==> src/rtl/pe_array_sched.sv <==
// pe_array_sched: job scheduler for the 2x16 PE array.
// Takes a job descriptor (A accumulators, K MAC steps each). Accepts operand
// beats with a valid/ready handshake and drives the array's add_number, keep
// and rounder_en controls in the same cycle as the beat. Counts rounder_valid
// returns to signal job completion. Operand data bypasses this block.
//
// Ports:
//   i_clk, i_rst           clock, asynchronous active-high reset
//   i_start                job request (sampled in IDLE only)
//   i_cfg_k_len[KW]        MAC steps per accumulator (K >= 1), latched on start
//   i_cfg_acc_num[4]       accumulators minus one (A = acc_num + 1)
//   i_abort                synchronous job kill
//   i_in_valid / o_in_ready  operand beat handshake
//   o_pe_add_number[4]     accumulator select to the array
//   o_pe_keep              hold all accumulators
//   o_pe_rounder_en        rounding request to the array
//   i_pe_rounder_valid     rounding result return from the array
//   o_busy, o_done, o_err  status: busy, completion pulse, sticky drain timeout
module pe_array_sched #(
  parameter int unsigned KW        = 8,
  parameter int unsigned DRAIN_MAX = 15
) (
  input  logic          i_clk,
  input  logic          i_rst,
  input  logic          i_start,
  input  logic [KW-1:0] i_cfg_k_len,
  input  logic [3:0]    i_cfg_acc_num,
  input  logic          i_abort,
  input  logic          i_in_valid,
  output logic          o_in_ready,
  output logic [3:0]    o_pe_add_number,
  output logic          o_pe_keep,
  output logic          o_pe_rounder_en,
  input  logic          i_pe_rounder_valid,
  output logic          o_busy,
  output logic          o_done,
  output logic          o_err
);

  localparam int unsigned AW  = 4;
  localparam int unsigned RW  = 5;
  localparam int unsigned DCW = (DRAIN_MAX < 1) ? 1 : $clog2(DRAIN_MAX + 1);

  typedef enum logic [2:0] {
    S_IDLE,
    S_MAC,
    S_ROUND,
    S_DRAIN,
    S_DONE
  } state_t;

  state_t          r_state,     w_state_nxt;
  logic [KW-1:0]   r_k_len,     w_k_len_nxt;
  logic [AW-1:0]   r_acc_last,  w_acc_last_nxt;
  logic [AW-1:0]   r_acc_cnt,   w_acc_cnt_nxt;
  logic [KW-1:0]   r_k_cnt,     w_k_cnt_nxt;
  logic [RW-1:0]   r_ret_cnt,   w_ret_cnt_nxt;
  logic [DCW-1:0]  r_drain_cnt, w_drain_cnt_nxt;
  logic            r_err,       w_err_nxt;

  logic            w_busy;
  logic            w_fire;
  logic [RW-1:0]   w_acc_total;
  logic [RW-1:0]   w_ret_sum;

  // State and counter registers
  always_ff @(posedge i_clk or posedge i_rst) begin
    if (i_rst) begin
      r_state     <= S_IDLE;
      r_k_len     <= '0;
      r_acc_last  <= '0;
      r_acc_cnt   <= '0;
      r_k_cnt     <= '0;
      r_ret_cnt   <= '0;
      r_drain_cnt <= '0;
      r_err       <= 1'b0;
    end else begin
      r_state     <= w_state_nxt;
      r_k_len     <= w_k_len_nxt;
      r_acc_last  <= w_acc_last_nxt;
      r_acc_cnt   <= w_acc_cnt_nxt;
      r_k_cnt     <= w_k_cnt_nxt;
      r_ret_cnt   <= w_ret_cnt_nxt;
      r_drain_cnt <= w_drain_cnt_nxt;
      r_err       <= w_err_nxt;
    end
  end

  // Next-state, counter update and control decode
  always_comb begin
    w_state_nxt     = r_state;
    w_k_len_nxt     = r_k_len;
    w_acc_last_nxt  = r_acc_last;
    w_acc_cnt_nxt   = r_acc_cnt;
    w_k_cnt_nxt     = r_k_cnt;
    w_ret_cnt_nxt   = r_ret_cnt;
    w_drain_cnt_nxt = '0;
    w_err_nxt       = r_err;

    w_busy          = (r_state != S_IDLE);
    w_fire          = (r_state == S_MAC) && i_in_valid;
    w_acc_total     = RW'(r_acc_last) + RW'(1);
    // A return landing this very cycle counts toward completion in DRAIN
    w_ret_sum       = r_ret_cnt + RW'(i_pe_rounder_valid);

    o_in_ready      = (r_state == S_MAC);
    o_pe_add_number = ((r_state == S_MAC) || (r_state == S_ROUND)) ? r_acc_cnt : '0;
    o_pe_keep       = ~w_fire;
    o_pe_rounder_en = (r_state == S_ROUND);
    o_busy          = w_busy;
    o_done          = (r_state == S_DONE);
    o_err           = r_err;

    if (w_busy && i_pe_rounder_valid) begin
      w_ret_cnt_nxt = r_ret_cnt + RW'(1);
    end

    case (r_state)
      S_IDLE: begin
        // A zero-length job is silently dropped
        if (i_start && (i_cfg_k_len != '0)) begin
          w_k_len_nxt    = i_cfg_k_len;
          w_acc_last_nxt = i_cfg_acc_num;
          w_acc_cnt_nxt  = '0;
          w_k_cnt_nxt    = '0;
          w_ret_cnt_nxt  = '0;
          w_err_nxt      = 1'b0;
          w_state_nxt    = S_MAC;
        end
      end
      S_MAC: begin
        if (w_fire) begin
          if (r_k_cnt == (r_k_len - KW'(1))) begin
            w_k_cnt_nxt = '0;
            w_state_nxt = S_ROUND;
          end else begin
            w_k_cnt_nxt = r_k_cnt + KW'(1);
          end
        end
      end
      S_ROUND: begin
        if (r_acc_cnt == r_acc_last) begin
          w_state_nxt = S_DRAIN;
        end else begin
          w_acc_cnt_nxt = r_acc_cnt + AW'(1);
          w_state_nxt   = S_MAC;
        end
      end
      S_DRAIN: begin
        if (w_ret_sum == w_acc_total) begin
          w_state_nxt = S_DONE;
        end else if (r_drain_cnt == DCW'(DRAIN_MAX)) begin
          w_err_nxt   = 1'b1;
          w_state_nxt = S_DONE;
        end else begin
          w_drain_cnt_nxt = r_drain_cnt + DCW'(1);
        end
      end
      S_DONE: begin
        w_state_nxt = S_IDLE;
      end
      default: begin
        w_state_nxt = S_IDLE;
      end
    endcase

    // Abort overrides every transition, including the final fire and DONE
    if (w_busy && i_abort) begin
      w_state_nxt     = S_IDLE;
      w_acc_cnt_nxt   = '0;
      w_k_cnt_nxt     = '0;
      w_ret_cnt_nxt   = '0;
      w_drain_cnt_nxt = '0;
    end
  end

endmodule

==> config.mk <==
export PLATFORM = sky130hd
export DESIGN_NAME = pe_array_sched
export DESIGN_NICKNAME = d
export VERILOG_FILES = /design/src/rtl/pe_array_sched.sv
export SDC_FILE = /design/constraint.sdc
export NUM_CORES = 1
export LEC_CHECK = 0
export BUFFER_PORTS_ARGS = -buffer_cell sky130_fd_sc_hd__buf_4
export CELL_PAD_IN_SITES_DETAIL_PLACEMENT = 1
export CELL_PAD_IN_SITES_GLOBAL_PLACEMENT = 1
export CORE_UTILIZATION = 40
export DETAILED_ROUTE_END_ITERATION = 8
export PLACE_DENSITY = 0.77
export RECOVER_POWER = 50
export SYNTH_ARGS = -nofsm -noshare
export SYNTH_HDL_FRONTEND = slang
export SYNTH_SLANG_ARGS = --single-unit
==> constraint.sdc <==
create_clock -name i_clk -period 2.8 [get_ports i_clk]
set_input_delay 0.56 -clock i_clk [delete_from_list [all_inputs] [get_ports i_clk]]
set_output_delay 0.56 -clock i_clk [all_outputs]
set_load 0.1 [all_outputs]
Word-level counts from Yosys, hierarchy flattened
Cells that the tools add are included.

Flip-flop bits (word level): 37. Latch bits: 0. RAM bits: 0. ROM bits: 0. Input port bits: 18. Output and inout port bits: 10. Word-level logic and storage cells: 78. Memories kept: 0.

Add/subtract/negate cells: 7. Multipliers: 0. Div/mod/pow operators: 0. Order comparisons: 0. Equal/unequal tests: 16. Shifts and indexed selects: 0. Multiplexer cells: 30. Bitwise logic cells: 1. Reductions and logical operators: 16.

Operator list (number): $mux W4 (8); $mux W8 (4); $mux W5 (4); $mux W3 (6); $pmux W8 S2 (1); $pmux W3 S4 (1); $reduce_bool A3 Y1 (3); $add A4 B1 Y4 const B (2); $add A8 B1 Y8 const B (1); $eq A8 B8 Y1 (1); $pmux W4 S2 (1); $reduce_and A4 Y1 (2); $reduce_bool A8 Y1 (1); $sub A8 B1 Y8 const B (1); $eq A3 B2 Y1 const B (2); $ne A2 B2 Y1 const B (3); $ne A3 B1 Y1 const B (2); $reduce_and A3 Y1 (2); $add A4 B1 Y5 const B (1); $add A5 B1 Y5 (1); $add A5 B1 Y5 const B (1); $eq A5 B5 Y1 (1); $eq A4 B4 Y1 (1); $eq A4 B4 Y1 const B (1); other kinds (14) (19).

Longest topological paths before layout
Gate-level depths: netlist (run 1).

Word-level depth: 6. Mapped depth: 12.

Worst setup path before layout (run 1)
OpenSTA, ideal clock, no wires.

Kind: reg2out. Start: register r_state[2]. End: output port o_pe_add_number[2]. Data arrival time: 4673 ps. Slack: -2433 ps. Cell stages (with the launch flop): 5. Cell sequence: dfrtp_1 > clkbuf_1 > nor3b_1 > nor2_1 > nor2b_1.

Longest elaborated chain between the ends: 3.

RTL lines: start, declared (line 52) `state_t r_state, w_state_nxt;`; start signal, assigned (line 78) `r_state <= w_state_nxt;`; $eq A3 B2 Y1; net o_pe_rounder_en (line 33) `output logic o_pe_rounder_en,`; $logic_or A1 B1 Y1 (line 107) `o_pe_add_number = ((r_state == S_MAC) || (r_state == S_ROUND)) ? r_acc_cnt : '0;`; $mux W4 (line 107); end, declared (line 31) `output logic [3:0] o_pe_add_number,`.

The timed path passes the listed nets, and every way through them passes these cells.

Final worst setup path (run 1)
Start: register r_state[1]. End: output port o_pe_add_number[2].

Longest elaborated chain between the ends: 3.

RTL lines (line): $eq A3 B1 Y1 or $eq A3 B2 Y1 (tied branches) (107); $logic_or A1 B1 Y1 * (107); $mux W4 * (107).

Mark *: on every way between the ends. The rest lies on a longest branch, timed or not.

==> results.toml, run 1 <==
[sta]
maxSlewViolCount = 0
min_period_over_period_pct = 84.1
fin_skew_ns = 0.00277
setup_violations = 0
tightest_slew_ns = 1.17
max_slew_margin_pct = 22.4
finalHoldViolCount = 0
fmax_mhz = 425
rsz0062_at_grt = "false"
fin_crit_ns = 2.35
tns_ns = 0

[cts]
clk_latency_ns = 0.28
numClockSinks = 37
ctsResizeCount = 0
cts_tree = "done"
cts_max_level = 2
clockBufferDepth = 2
cts_setup_buffers = 0
numCtsBuffers = 5
hold_buffers = 0
clock-root-buffer = "clkbuf_8"
clk_pin_slew_ns = 0.08

[power_and_ir_drop]
power_density_mw_per_mm2 = 1020
intPower_mw = 1.51
seqPwrFrac_pct = 31.7
pwr-share-comb_pct = 53.3
p_switching_mw = 1.30
clockPowerShare_pct = 15.0
switching_share_pct = 46.3
ir_drop_uv = 916
leakage_nw = 1.25

[worst_setup_path]
r2r-end = "r_state[0]"
critPathMaxFanout = 11
r2r_start = "r_ret_cnt[0]"
startpoint_type = "flop"
worstPathRequired_ns = 2.24
worstSetupPathType = "flop to output pin"
endpoint_kind = "output pin"
arrival_ns = 1.79
rrSetupSlack_ns = 0.49
reg2reg_depth = 9

[yosys]
synth_common_cells = "dfrtp_1 (37), nor2_1 (19), xnor2_1 (17), nand2_1 (16), mux2_2 (12)"
synth_seq_cells = 37
ys_seq_area_share_pct = 39.4
yosysTopAreaCell = "dfrtp_1"
synthesis.nets = 262
async_flop_share_pct = 100
ys_top_cells_by_area = "dfrtp_1 (39%), xnor2_1 (6.3%), mux2_2 (5.8%)"
syn_area_per_cell_sq_um = 9.95
synthCells = 236
netlist-cell-type-count = 50
synth-edff-count = 0
post-synth-top-count-cell = "dfrtp_1"
yosysTopAreaCellShare_pct = 39.4
syn_area_sq_mm = 0.00235
ys_warn_count = 0
synth_ff_type = "dfrtp_1"

[final_layout]
fin_nets = 289
layout-drive-gt1-share_pct = 26.1
utilization_pct = 49.2
area_growth_pct = 17.0
num_antenna_cells = 0

[placed_design]
gp_congestion = 0.753
port_buffers = 27
dpl.hpwl_um = 4150

[detailed_routing]
drtIter0Drc = 64
drt-wirelength-per-cell_um = 16.1
vias = 1841
drt_wl_total_um = 5400
vias_per_cell = 5.48
ant_nets = 0
first_pass_iters = 4
drc_errors = 0

[status]
status = "completed"

[floorplanning]
core_area_sq_mm = 0.00557
io_pins = 28
dieArea_sq_mm = 0.00618
die_y_um = 78.6
placementRows = 27
dieWidth_um = 78.6
start_util_pct = 42.1

[global_route]
grt_pass1_wl_um = 9340
grt_max_degree = 38
grt_pass1_vias = 1943
grt-ovfl-total = 0
antenna_found_initial = 0
track_usage_pct = 19.5

[hold_path]
worstHoldPathType = "input port to async pin"

[job]
drv_cap = 0
[worst max path at each step]
stage	startpoint	endpoint	slack (ns)
floorplan	r_state[2]	o_pe_add_number[2]	-0.31
global placement	i_pe_rounder_valid	r_state[0]	0.41
detailed placement	i_pe_rounder_valid	r_state[0]	0.26
CTS	r_state[1]	o_pe_add_number[2]	0.41
global route	r_state[1]	o_pe_add_number[2]	0.35
finish	r_state[1]	o_pe_add_number[2]	0.45
[registers in the layout, indices dropped and copies added, names as in the netlist]
signal       count
r_k_len          8
r_acc_last       4
o_err            1
r_drain_cnt      4
r_ret_cnt        5
r_state          3
r_k_cnt          8
r_acc_cnt        4
[cell usage in the layout, fill, tap and decap left out, drive strengths merged, types with 2 or more instances in the layout]
cell type	count
ha	8
or3	2
nor2	19
nor4	6
dfrtp	37
and2	2
nor3b	4
xor2	11
inv	10
xnor2	17
mux2	13
buf	31
nor3	9
a21oi	5
nor2b	4
xnor3	2
o21ai	9
o22ai	2
nand2b	4
nand2	16
a21o	5
clkbuf	9
nand4	6
a211oi	3
o21bai	3
mux2i	3
nand3	11
[metrics by stage]
stage	std cells	hold WS (ns)	setup slack [ns]	area, sq um	power [mW]
finish	336	0.384	0.446	2750	2.81
detailed placement	328	0.482	0.262	2660	2.42
global route	336	0.442	0.346	2750	2.99
floorplan	236	0.432	-0.309	2390	2.10
CTS	336	0.407	0.411	2760	2.85
global placement	328	0.466	0.412	2660	2.37
[power by group through the flow]
stage	logic, mW	registers (mW)	clock network [mW]
2_1_floorplan	1.29	0.809	0
3_3_place_gp	1.47	0.895	0
3_5_place_dp	1.52	0.900	0
4_1_cts	1.53	0.891	0.436
5_1_grt	1.62	0.915	0.454
6_report	1.50	0.891	0.420
[cells by family after synthesis]
group,synth area share (%)
AOI/OAI and AO/OA,10.5
adders and majority gates,4.26
DFF,39.4
xor gates and xnor gates,12.4
muxes,7.68
buffers and inverters,4.69
and+or+nand+nor,21.1
[worst max-delay path: stages (launching register included)]
cell and delay, ns:
dfrtp_1 0.62, nor3b_4 0.38, nor2_4 0.09, nor2b_2 0.12
buf_4 0.29
[layout make-up]
cell class	instances	area, sq um
clock buffer	7	96.3
clock inverter	1	5.00
fill	651	2830
inverter	10	37.5
multi-input combinational	176	1350
sequential	37	926
tap	72	90.1
timing repair buffer	33	244
[routing by layer]
metal,GRT usage [%],wire (um),up-vias
li1,-,-,878
met1,23.3,2320,923
met2,35.5,2860,36
met3,3.84,190,4
met4,4.81,36,0
met5,0,0,-
No activity file was read; power rests on OpenSTA's default activity.
==> inputs of run 2 (changes only) <==
- PLACE_DENSITY: 0.77 -> 0.79
- clock period: 2.8 -> 2 ns (I/O delays scaled with it)
==> run 2 against run 1 <==
Net effect:
- critical endpoint is now r_k_cnt[5]
- worst setup slack lost 0.58 ns
- clock power is 30% higher
- global-route usage rose by 3.5 points
- sequential share of layout area down 5.6 points
- critical path type is now flop to flop
- clock-buffer cell count did not move
- worst hold slack got worse by 0.042 ns
- die area unchanged
- non-clock buffer count increased by 42
- sequential power is 36% higher
- flip-flop and latch count unchanged
- core utilization increased by 10 points
- the run now ends with setup timing left
==> results.toml, run 2 (synthesis results as in run 1) <==
[cts]
numCtsBuffers = 5
cts_tree = "done"
clk_latency_ns = 0.29
clk_pin_slew_ns = 0.08
cts_max_level = 2
clockBufferDepth = 2
numClockSinks = 37
clock-root-buffer = "clkbuf_8"

[worst_setup_path]
crit_chain = "nor4_4 -> buf_4 -> a21oi_1 -> o21ai_1 -> nand2_1 -> a41o_4 -> buf_4 -> buf_6 -> o21bai_1 -> a21o_1"
critPathMaxFanout = 5
startpoint_type = "flop"
slowest_stage = "dfrtp_1"
crit_path_frequent_cell = "buf_4"
critPathMaxStageDelay_ns = 0.42
worst_path_dominant_cell_family = "compound AO/OA/AOI/OAI gates"
worst-path-buf-inv = 3
worstPathRequired_ns = 2.24
arrival_ns = 2.37
endpoint_kind = "flop"
worstSetupPathType = "flop to flop"

[final_layout]
utilization_pct = 59.4
top_regs = "r_k_cnt (8), r_k_len (8), r_ret_cnt (5)"
layout_common_cells = "buf_4 (62), dfrtp_1 (33), nor2_1 (16), nand2_1 (15), xnor2_1 (15)"
multi_input_area_sq_mm = 0.00153
fin_nets = 331
layout-drive-gt1-share_pct = 44.6
n_fill_cell = 609
seq_area_sq_um = 931
stdcell_count = 377
final_common_cell = "buf_4"
num_antenna_cells = 0
area_growth_pct = 41.0

[sta]
maxSlewViolCount = 0
rsz0062_at_grt = "true"
max_slew_margin_pct = 33.6
fmax_mhz = 469
setup_violations = 8
min_period_over_period_pct = 107
fin_crit_ns = 2.13
layout_setup_ws_ns = -0.132
fin_skew_ns = 0.0110
finalHoldViolCount = 0
tightest_slew_ns = 0.996

[floorplanning]
start_util_pct = 42.1
die_y_um = 78.6
io_pins = 28
dieArea_sq_mm = 0.00618
core_area_sq_mm = 0.00557
placementRows = 27
dieWidth_um = 78.6

[detailed_routing]
drt-wirelength-per-cell_um = 19.0
drtIter0Drc = 86
vias = 2058
ant_nets = 0
first_pass_iters = 4
drc_errors = 0
vias_per_cell = 5.46
drt_wl_total_um = 7150

[placed_design]
placed_cells = 354
port_buffers = 27
gp_congestion = 0.784
dpl.hpwl_um = 4440

[global_route]
antenna_found_initial = 0
grt-ovfl-total = 0
track_usage_pct = 23.0
grt_pass1_wl_um = 10800
grt_pass1_vias = 2202
grt_max_degree = 38

[hold_path]
worstHoldPathType = "input port to flop"

[status]
status = "complete, but fails checks"
violations = "setup timing"

[power_and_ir_drop]
power_density_mw_per_mm2 = 1510
leakage_nw = 1.49
ir_drop_uv = 1320

[job]
drv_cap = 0
## run 2: cell count changes in the layout (fill, tap and decap cells not counted), moves of 4 or more
| cell | delta |
|---|---|
| buf_4 | +31 |
| o21ai_0 | -6 |
| dfrtp_2 | +4 |
| dfrtp_1 | -4 |
| buf_6 | +7 |
| buf_12 | +4 |
## run 2: worst register-to-register path: cells and delay by family (launching register included)
kind,cells,cell delay [ns]
AOI/OAI and AO/OA,5,0.73
buffers and inverters,3,0.47
DFF,1,0.42
and+or+nand+nor,2,0.45
## run 2: power by group
part / internal, mW / switching, mW
logic: 1.52 / 1.72
clock network: 0.274 / 0.273
registers: 0.942 / 0.265
## run 2: per-stage QoR
step / power (mW) / area, sq um / TNS [ns] / setup slack (ns) / hold slack [ns]
6_report: 4.99 / 3310 / -0.642 / -0.132 / 0.342
5_1_grt: 5.25 / 3310 / -1.26 / -0.190 / 0.337
4_1_cts: 4.61 / 3140 / -0.131 / -0.0863 / 0.246
2_1_floorplan: 3.00 / 2440 / -6.12 / -0.600 / 0.432
3_3_place_gp: 3.66 / 2880 / -0.487 / -0.234 / 0.457
3_5_place_dp: 3.78 / 2880 / -1.46 / -0.293 / 0.464
## run 2: worst paths after layout
kind,startpoint,endpoint,slack (ns),cells after the start
setup / recovery,r_k_len[2],r_k_cnt[5],-0.13,10
hold / removal,i_cfg_acc_num[3],r_acc_last[3],0.34,2
setup reg to reg,r_k_len[2],r_k_cnt[5],-0.13,10
hold reg to reg,r_drain_cnt[0],r_drain_cnt[0],0.50,1
max in group asynchronous,i_rst,r_state[1],0.88,3
min in group asynchronous,i_rst,r_k_cnt[5],0.43,3
## run 2: repair_timing
| item | CTS | global route |
|---|---|---|
| buffers inserted | 9 | 8 |
| cloned | 0 | 1 |
| endpoints found under the setup margin | 17 | 21 |
| hold buffers | 0 | 0 |
| pin swaps | 6 | 17 |
| resized for setup | 27 | 25 |
## run 2: layer usage
| layer | track usage [%] | vias to the layer above | share of wire [%] |
|---|---|---|---|
| li1 | - | 967 | - |
| met1 | 25.9 | 1033 | 43 |
| met5 | 0 | - | 0 |
| met4 | 7.96 | 0 | 2.0 |
| met2 | 43.1 | 43 | 52 |
| met3 | 3.72 | 15 | 2.7 |
## run 2: final cells by class
cell class	count	share of cell area, %
sequential	37	28.1
clock buffer	7	2.61
inverter	10	1.13
timing repair buffer	75	19.2
tap	72	2.72
multi-input combinational	176	46.2
==> inputs of run 3 (changes only) <==
- CELL_PAD_IN_SITES_DETAIL_PLACEMENT: 1 -> 2
- CELL_PAD_IN_SITES_GLOBAL_PLACEMENT: 1 -> 2
- CORE_UTILIZATION: 40 -> 33
- PLACE_DENSITY: 0.79 -> 0.8
==> run 3 against run 2 <==
Net effect:
- the run still ends with setup timing left
- clock-buffer cell count increased by 1
- non-clock buffer count decreased by 6
- via count increased by 0.24%
- worst hold slack got worse by 0.015 ns
- maximum frequency increased by 1.4%
- core utilization decreased by 12 points
- critical path depth decreased by 1
- clock skew increased by 0.0016 ns
- first-iteration DRC count decreased by 8.1%
- sequential share of layout area increased by 0.54 points
- power decreased by 3.5%
- sequential power about the same
- critical path type unchanged
==> results.toml, run 3 (synthesis results as in run 1) <==
[placed_design]
gp_congestion = 0.732
dpl.hpwl_um = 5270
place_ws_ns = -0.297
place_area_sq_mm = 0.00292
port_buffers = 27

[worst_setup_path]
r2r-end = "r_state[0]"
rrSetupSlack_ns = -0.10
critPathMaxFanout = 2
worstPathRequired_ns = 2.20
endpoint_kind = "flop"
reg2reg_depth = 9
r2r_start = "r_ret_cnt[0]"
worstSetupPathType = "flop to flop"
arrival_ns = 2.30
startpoint_type = "flop"

[global_route]
antenna_found_initial = 0
grt_pass1_vias = 2336
grt_max_degree = 38
track_usage_pct = 21.8
grt_pass1_wl_um = 12200
grt-ovfl-total = 0

[floorplanning]
die_y_um = 86.3
io_pins = 28
core_area_sq_mm = 0.00683
placementRows = 30
start_util_pct = 34.4
dieArea_sq_mm = 0.00745
dieWidth_um = 86.3

[cts]
cts_max_level = 2
clk_latency_ns = 0.30
clock-root-buffer = "clkbuf_8"
numClockSinks = 37
numCtsBuffers = 5
clockBufferDepth = 2
hold_buffers = 0
clk_pin_slew_ns = 0.08
cts_tree = "done"

[sta]
max_slew_margin_pct = 31.5
tightest_slew_ns = 1.03
fin_skew_ns = 0.0126
tns_ns = -0.341
maxSlewViolCount = 0
fin_crit_ns = 2.10
min_period_over_period_pct = 105
setup_violations = 9
fmax_mhz = 476
layout_setup_ws_ns = -0.102
finalHoldViolCount = 0
rsz0062_at_grt = "true"

[detailed_routing]
vias = 2063
drt_wl_total_um = 7870
wirelength_met1_um = 3150
top_layer_used = "met4"
first_pass_iters = 4
route.met3.wl_um = 188
vias_per_cell = 5.21
ant_nets = 0
drc_errors = 0
drt-wirelength-per-cell_um = 19.9
met2_length_um = 4310
drtIter0Drc = 79

[final_layout]
top_regs = "r_k_cnt (8), r_k_len (8), r_ret_cnt (5)"
final_area_sq_mm = 0.00324
fin_nets = 325
final_common_cell = "buf_4"
area_growth_pct = 37.8
num_antenna_cells = 0
layout-drive-gt1-share_pct = 42.0
n_fill_cell = 714
layout_common_cells = "buf_4 (60), dfrtp_1 (36), xnor2_1 (17), nor2_1 (16), nand2_1 (15)"

[hold_path]
worst_hold_path.endpoint = "r_acc_last[1]"
min_path_cells = 2
worstHoldPathType = "input port to flop"
min-delay-start = "i_cfg_acc_num[1]"

[power_and_ir_drop]
power_density_mw_per_mm2 = 1490
ir_drop_uv = 943
leakage_nw = 1.45

[status]
violations = "setup timing"
status = "complete, but fails checks"

[job]
drv_cap = 0
## run 3: cell types whose count changed in the layout (fill, tap and decap cells not counted), moves of 2 or more
cell / change
buf_6: -5
dfrtp_1: +3
xnor2_2: -2
dfrtp_2: -3
xnor2_1: +2
buf_8: +3
buf_4: -2
clkbuf_1: +2
buf_12: -2
## run 3: how the worst max path moves through the flow
stage / from / end / slack [ns] / cells past startpoint
3_5_place_dp: i_pe_rounder_valid / r_state[0] / -0.30 / 10
5_1_grt: r_ret_cnt[0] / r_state[0] / -0.22 / 9
3_3_place_gp: i_pe_rounder_valid / r_state[0] / -0.20 / 10
2_1_floorplan: r_state[2] / o_pe_add_number[2] / -0.60 / 4
4_1_cts: r_k_len[4] / r_state[0] / -0.04 / 8
6_report: r_ret_cnt[0] / r_state[0] / -0.10 / 9
## run 3: what timing repair did
action | CTS | global route
buffers inserted | 4 | 4
endpoints found under the hold margin | 0 | 0
pin swaps | 13 | 5
gates resized for setup | 24 | 14
gates cloned | 0 | 0
setup endpoints to repair | 16 | 17
## run 3: per-stage QoR
step	util (%)	hold slack [ns]	power, mW	std cells
2_1_floorplan	-	0.432	3.00	236
3_3_place_gp	42.8	0.460	3.73	380
3_5_place_dp	42.8	0.479	3.89	380
4_1_cts	45.9	0.252	4.63	392
5_1_grt	47.4	0.320	5.09	396
6_report	47.4	0.327	4.82	396
## run 3: per-layer routing
layer  GRT usage [%]  vias to the layer above
met5               0                        -
met1            24.3                     1050
met4            8.79                        0
li1                -                      951
met3            3.81                       21
met2            40.8                       41
## run 3: report_power, final
part / total [mW] / switching [mW] / internal (mW)
clock: 0.546 / 0.297 / 0.249
sequential: 1.19 / 0.257 / 0.938
combinational: 3.08 / 1.70 / 1.38
## run 3: final cells by class
| cell class | instances | area, sq um | area share, % |
|---|---|---|---|
| clock buffers | 8 | 80.1 | 2.47 |
| inverters | 10 | 37.5 | 1.16 |
| multi-input cells | 176 | 1500 | 46.4 |
| flip-flops and latches | 37 | 927 | 28.7 |
| well taps | 96 | 120 | 3.71 |
| repair buffers | 69 | 571 | 17.6 |
## run 3: critical path, stage by stage (launching register included)
cell,delay (ns)
dfrtp_1,0.41
ha_4,0.17
ha_2,0.18
xnor2_1,0.13
xnor2_1,0.19
nand4_1,0.19
nand4_2,0.16
nor2b_4,0.06
nor3b_4,0.18
mux2_4,0.32
